**src/rtl/ram_cmd_ctrl.sv**
```systemverilog
// Command decoder in front of a single-port byte RAM: 00 wr addr, 01 wr data, 10 rd addr, 11 rd data.
// Read data and tx_valid follow a serviced 11 by one clock. Define RAM_AUTOINC_EN to post-increment addresses.
module ram_cmd_ctrl #(
    parameter int MEM_DEPTH = 256,
    parameter int ADDR_SIZE = 8
) (
    input  logic       clk,
    input  logic       rst,
    input  logic [9:0] din,
    input  logic       rx_valid,
    output logic [7:0] dout,
    output logic       tx_valid,
    output logic       cmd_err
);

    typedef enum logic [1:0] {
        IDLE  = 2'd0,
        RADDR = 2'd1,
        RDATA = 2'd2
    } rd_state_t;

    rd_state_t              state;
    rd_state_t              state_nxt;
    logic [7:0]             mem [MEM_DEPTH];
    logic [ADDR_SIZE-1:0]   wr_addr;
    logic [ADDR_SIZE-1:0]   rd_addr;
    logic                   wr_armed;

    logic [1:0] op;
    logic       do_waddr;
    logic       do_wdata;
    logic       do_raddr;
    logic       do_rdata;
    logic       wr_fire;
    logic       rd_fire;

    assign op       = din[9:8];
    assign do_waddr = rx_valid && (op == 2'b00);
    assign do_wdata = rx_valid && (op == 2'b01);
    assign do_raddr = rx_valid && (op == 2'b10);
    assign do_rdata = rx_valid && (op == 2'b11);
    assign wr_fire  = do_wdata && wr_armed;
    assign rd_fire  = do_rdata && (state != IDLE);

    always_ff @(posedge clk) begin
        if (rst) begin
            state <= IDLE;
        end else begin
            state <= state_nxt;
        end
    end

    always_comb begin
        state_nxt = state;
        case (state)
            IDLE: begin
                if (do_raddr) state_nxt = RADDR;
            end
            RADDR: begin
                if (do_raddr)      state_nxt = RADDR;
                else if (do_rdata) state_nxt = RDATA;
            end
            RDATA: begin
                // any cycle without a fresh 11 falls back to holding the address
                if (do_rdata) state_nxt = RDATA;
                else          state_nxt = RADDR;
            end
            default: state_nxt = IDLE;
        endcase
    end

    assign tx_valid = (state == RDATA);

    always_ff @(posedge clk) begin
        if (rst) begin
            dout     <= 8'h00;
            cmd_err  <= 1'b0;
            wr_addr  <= '0;
            rd_addr  <= '0;
            wr_armed <= 1'b0;
        end else begin
            cmd_err <= (do_wdata && !wr_armed) || (do_rdata && (state == IDLE));
            if (do_waddr) begin
                wr_addr  <= din[ADDR_SIZE-1:0];
                wr_armed <= 1'b1;
            end
`ifdef RAM_AUTOINC_EN
            else if (wr_fire) begin
                wr_addr <= wr_addr + 1'b1;
            end
`endif
            if (do_raddr) begin
                rd_addr <= din[ADDR_SIZE-1:0];
            end
`ifdef RAM_AUTOINC_EN
            else if (rd_fire) begin
                rd_addr <= rd_addr + 1'b1;
            end
`endif
            if (rd_fire) begin
                dout <= mem[rd_addr];
            end
        end
    end

    // storage is deliberately outside reset so contents survive it
    always_ff @(posedge clk) begin
        if (!rst && wr_fire) begin
            mem[wr_addr] <= din[7:0];
        end
    end

endmodule

```
**config.mk**
```make
export PLATFORM = sky130hd
export DESIGN_NAME = ram_cmd_ctrl
export DESIGN_NICKNAME = d
export VERILOG_FILES = /design/src/rtl/ram_cmd_ctrl.sv
export SDC_FILE = /design/constraint.sdc
export NUM_CORES = 2
export LEC_CHECK = 0
export ABC_AREA = 1
export BUFFER_PORTS_ARGS = -buffer_cell sky130_fd_sc_hd__buf_2
export CAP_MARGIN = 0
export CORE_MARGIN = 2
export CORE_UTILIZATION = 38
export DETAILED_ROUTE_END_ITERATION = 12
export HOLD_SLACK_MARGIN = 0.12
export PLACE_DENSITY = 0.52
export SLEW_MARGIN = 25
export SYNTH_ARGS = -nofsm -noshare
export SYNTH_HDL_FRONTEND = slang
export SYNTH_SLANG_ARGS = --single-unit
```
**constraint.sdc**
```tcl
create_clock -name clk -period 5.2 [get_ports clk]
set_input_delay 0.78 -clock clk [delete_from_list [all_inputs] [get_ports clk]]
set_output_delay 0.78 -clock clk [all_outputs]
set_load 0.005 [all_outputs]
```
# Word-level counts from Yosys, hierarchy flattened
# Memory sizes are Yosys's and may differ from the RTL's. A register that Yosys moved wholly into a read port is not among the register bits.
# Cells that the tools add are included.
[op_classes] reduce_logical=16 mux=7 n_eq_ne=7
[op_table] op="$logic_and A1 B1 Y1" n=9
[op_table] op="$mux W2" n=4
[op_table] op="$eq A2 B2 Y1 const B" n=3
[op_table] op="$pmux W2 S3" n=1
[op_table] op="$eq A2 B1 Y1 const B" n=2
[op_table] op="$logic_not A2 Y1" n=2
[op_table] op="$ne A3 B3 Y1 const B" n=1
[op_table] op="$logic_not A1 Y1" n=2
[op_table] op="$mux W1" n=2
[op_table] op="$ne A2 B2 Y1 const B" n=1
[op_table] op="$reduce_and A2 Y1" n=1
[op_table] op="$reduce_bool A2 Y1" n=1
[op_table] op="$logic_or A1 B1 Y1" n=1
[totals] memories=1 ramBits=2048 regBits=20 input_bits=13 elab_cells=36
[memory_table] name="mem" depth=256 width=8 read_ports=1 rd_clocked_by_memory_dff=1 wr=1 line_no="24" source="logic [7:0] mem [MEM_DEPTH];"

# Logic depth before layout (Yosys ltp)
[depth] depth_word=6 depth_mapped=17 depth_no_buf=13

# Worst setup path after synthesis
# OpenSTA, ideal clock, no wires.
[synth_timing] path_kind="input to register" start="input port din[8]" end="memory mem[104][0] (enable)" cell_stages=9 required_time_ns=4.830 path_buffers=1 setup_ns=0.370 arrival_time_ns=2.204 slack_ns=2.626 path_cell_list="inv_1 > nor3_1 > nand2_1 > nor2_1 > inv_2 > nor3_2 > nand2_1 > clkbuf_1 > nor2_1"
[synth_via] elab_chain_len=6
[synth_lines] item="start: declaration" line_no="9" source="input logic [9:0] din,"
[synth_lines] item="$eq A2 B1 Y1" line_no="39" source="assign do_wdata = rx_valid && (op == 2'b01);"
[synth_lines] item="$logic_and A1 B1 Y1" line_no="39"
[synth_lines] item="$logic_and A1 B1 Y1" line_no="42" source="assign wr_fire = do_wdata && wr_armed;"
[synth_lines] item="$logic_and A1 B1 Y1" line_no="108" source="if (!rst && wr_fire) begin"
[synth_lines] item="$mux W1" line_no="108"
[synth_lines] item="$mux W1 (implied by the code)" line_no="109" source="mem[wr_addr] <= din[7:0];"
[synth_lines] item="end: declaration" line_no="24"
# Every way passes these cells.

==> impl_metrics.json <==
{
  "layout_setup_ws_ns": 1.48,
  "cts_inserted_buffers": 215,
  "viasPerCell": 5.41,
  "hold_end": "cmd_err$_SDFF_PP0_",
  "drive_gt1_share_pct": 7.14,
  "hold_slack_ns": 0.259,
  "grt_max_degree": 213,
  "rsz0062_at_grt": "no",
  "wire_per_inst_um": 24.8,
  "placement_rows": 172,
  "setup_violations": 0,
  "dpl-instance-area_sq_um": 87300,
  "r2r-start": "rd_addr[0]$_SDFFE_PP0P_",
  "r2r_slack_ns": 1.48,
  "routed_wl_um": 252000,
  "syn_inst": 7081,
  "fillers": 20500,
  "fp.dieW_um": 474,
  "ff2ff_path_depth": 15,
  "finalHoldViolations": 0,
  "route.detailed.drc": 0,
  "ys_ff_latch": 2076,
  "ys_top_cells_by_count": "2,125 x nand2_1, 2,048 x edfxtp_1, 2,026 x nand3_1",
  "place_inst": 9735,
  "initial_core_util_pct": 38.2,
  "relSlewSlack_pct": 28.4,
  "grtUsageTotal_pct": 22.2,
  "worst_setup_path_start_kind": "register",
  "die_h_um": 474,
  "tritoncts": "done",
  "period_share_pct": 71.5,
  "hold_depth": 3,
  "syn_area_sq_um": 84000,
  "synth_top_flop_cell": "edfxtp_1",
  "min-delay-start": "rx_valid",
  "ant_nets": 0,
  "area_growth_pct": 12.0,
  "grt_pass1_vias": 53700,
  "end_kind": "register",
  "grt_pass1_wl_um": 366000,
  "cts.sinks": 2076,
  "synth.most_common_cell": "nand2_1",
  "fmax_mhz": 269,
  "yosys_warnings": 0,
  "required_ns": 6.00,
  "htree_levels": 4,
  "yosys.area.top_type": "edfxtp_1",
  "hpwlAfterDp_um": 144000,
  "root_buffer": "clkbuf_16",
  "cts_setup_buffers": 0,
  "synth-seq-area-share_pct": 73.9,
  "syn_nets": 7094,
  "pre_cts_ws_ns": 1.23,
  "setup_tns_ns": 0,
  "arrival_ns": 4.52,
  "post_cts_resized": 0,
  "power_density_nw_per_um2": 376,
  "num_vias": 54800,
  "clk_pin_slew_ns": 0.06,
  "ios": 23,
  "clock_latency_ns": 0.85,
  "status": "completed",
  "dieArea_sq_um": 225000,
  "p_leak_nw": 32.0,
  "cts_buffer_depth": 3,
  "tightestPinTransition_ns": 1.07,
  "drt-initial-drc-count": 6388,
  "drv_cap": 0,
  "holdBufCountCts": 0,
  "postLayoutCellArea_sq_um": 94100,
  "netlist.area_leader.share_pct": 73.2,
  "place_congestion": 0.850,
  "r2r-end": "dout[4]$_SDFFE_PP0P_",
  "layout.nets": 7007,
  "finalCriticalPeriod_ns": 3.72,
  "cp_max_fo": 212,
  "slew_violations": 0,
  "final_cell_count_no_fill": 10100,
  "synth-async-reset-ratio_pct": 0,
  "avgSynthCellArea_sq_um": 11.9,
  "yosys-top-cells-area": "edfxtp_1 73%, nand3_1 12%, nand2_1 9.5%",
  "core-area_sq_um": 220000,
  "antenna_found_initial": 7,
  "synth_edf_count": 2048,
  "worst-setup-path-type": "reg2reg",
  "overflow": 0,
  "ys_types": 20,
  "numPortBuffers": 22,
  "first_pass_iters": 5,
  "ir_worst_vdd_mv": 0.388,
  "clock_skew_ns": 0.0303,
  "hold_class": "in2reg"
}
logic make-up after synthesis:
kind of cell,Yosys count,synth area share (%)
AND/OR/NAND/NOR,4464,23.0
buffers and inverters,522,2.96
flip-flops,2076,73.9
AO/OA/AOI/OAI,19,0.161
registers in the layout, summed over array words and instances (netlist names):
name	count
wr_armed	1
wr_addr	8
cmd_err	1
mem	2048
rd_addr	8
dout	8
state	2
worst max-delay path by stage:
stage                                        from                     to  slack (ns)
final                     rd_addr[0]$_SDFFE_PP0P_   dout[4]$_SDFFE_PP0P_        1.48
after global routing      rd_addr[0]$_SDFFE_PP0P_   dout[4]$_SDFFE_PP0P_        1.28
after CTS                 rd_addr[0]$_SDFFE_PP0P_   dout[3]$_SDFFE_PP0P_        1.55
after detailed placement                   din[8]  mem[142][2]$_DFFE_PP_        1.23
after global placement                     din[8]  mem[142][4]$_DFFE_PP_        1.05
after floorplan                            din[8]  mem[104][0]$_DFFE_PP_        2.63
per-stage QoR:
stage	power, W	utilization, %
after floorplan	0.0198	-
after global placement	0.0208	39.7
after detailed placement	0.0208	39.7
after CTS	0.0356	42.8
after global routing	0.0364	42.8
final	0.0354	42.8
worst max-delay path: stages (launching register included):
cell and delay, ns:
dfxtp_4 0.55, inv_16 0.68, buf_12 0.43, buf_4 0.43, nand2_1 0.09, nand3_1 0.13, nand3_1 0.11, nand3_1 0.18
nand3_1 0.20, nand3_1 0.15, nand3_1 0.18, nand2_1 0.16, nand2_1 0.08, nand3_1 0.09, nand2_1 0.05, inv_1 0.04
final cells by class:
class	count	area [sq um]	share of cell area, %
Inverter	34	164	0.174
Timing Repair Buffer	184	1840	1.96
Sequential cell	2076	62100	66.0
Clock inverter	125	977	1.04
Tap cell	2958	3700	3.94
Clock buffer	271	5770	6.13
Antenna cell	1	2.50	0.00266
Multi-Input combinational cell	4483	19500	20.8
report_power, final:
part / switching (W) / total (W) / internal (W)
registers: 0.0000380 / 0.0184 / 0.0184
logic: 0.00157 / 0.00203 / 0.000461
clock network: 0.00644 / 0.0149 / 0.00849
total: 0.00805 / 0.0354 / 0.0273
cell usage in the layout, fill, tap and decap left out, drive strengths merged:
cell type / instances
bufinv: 14
nand4: 1
a211oi: 16
nor3: 7
clkbuf: 271
diode: 1
inv: 35
dfxtp: 28
clkinvlp: 4
clkinv: 106
and3: 1
nand3: 2026
nand2: 2125
a21oi: 3
nor2: 304
buf: 184
edfxtp: 2048
metal layers:
layer,vias up,GRT usage (%),wire length [um],part of all wire [%]
li1,25000,-,-,-
met1,27400,31.0,108000,43
met3,372,3.36,17000,6.8
met2,1993,35.5,118000,47
met4,0,6.99,7880,3.1
met5,-,0,0,0
Power figures use the tool's default switching activity.
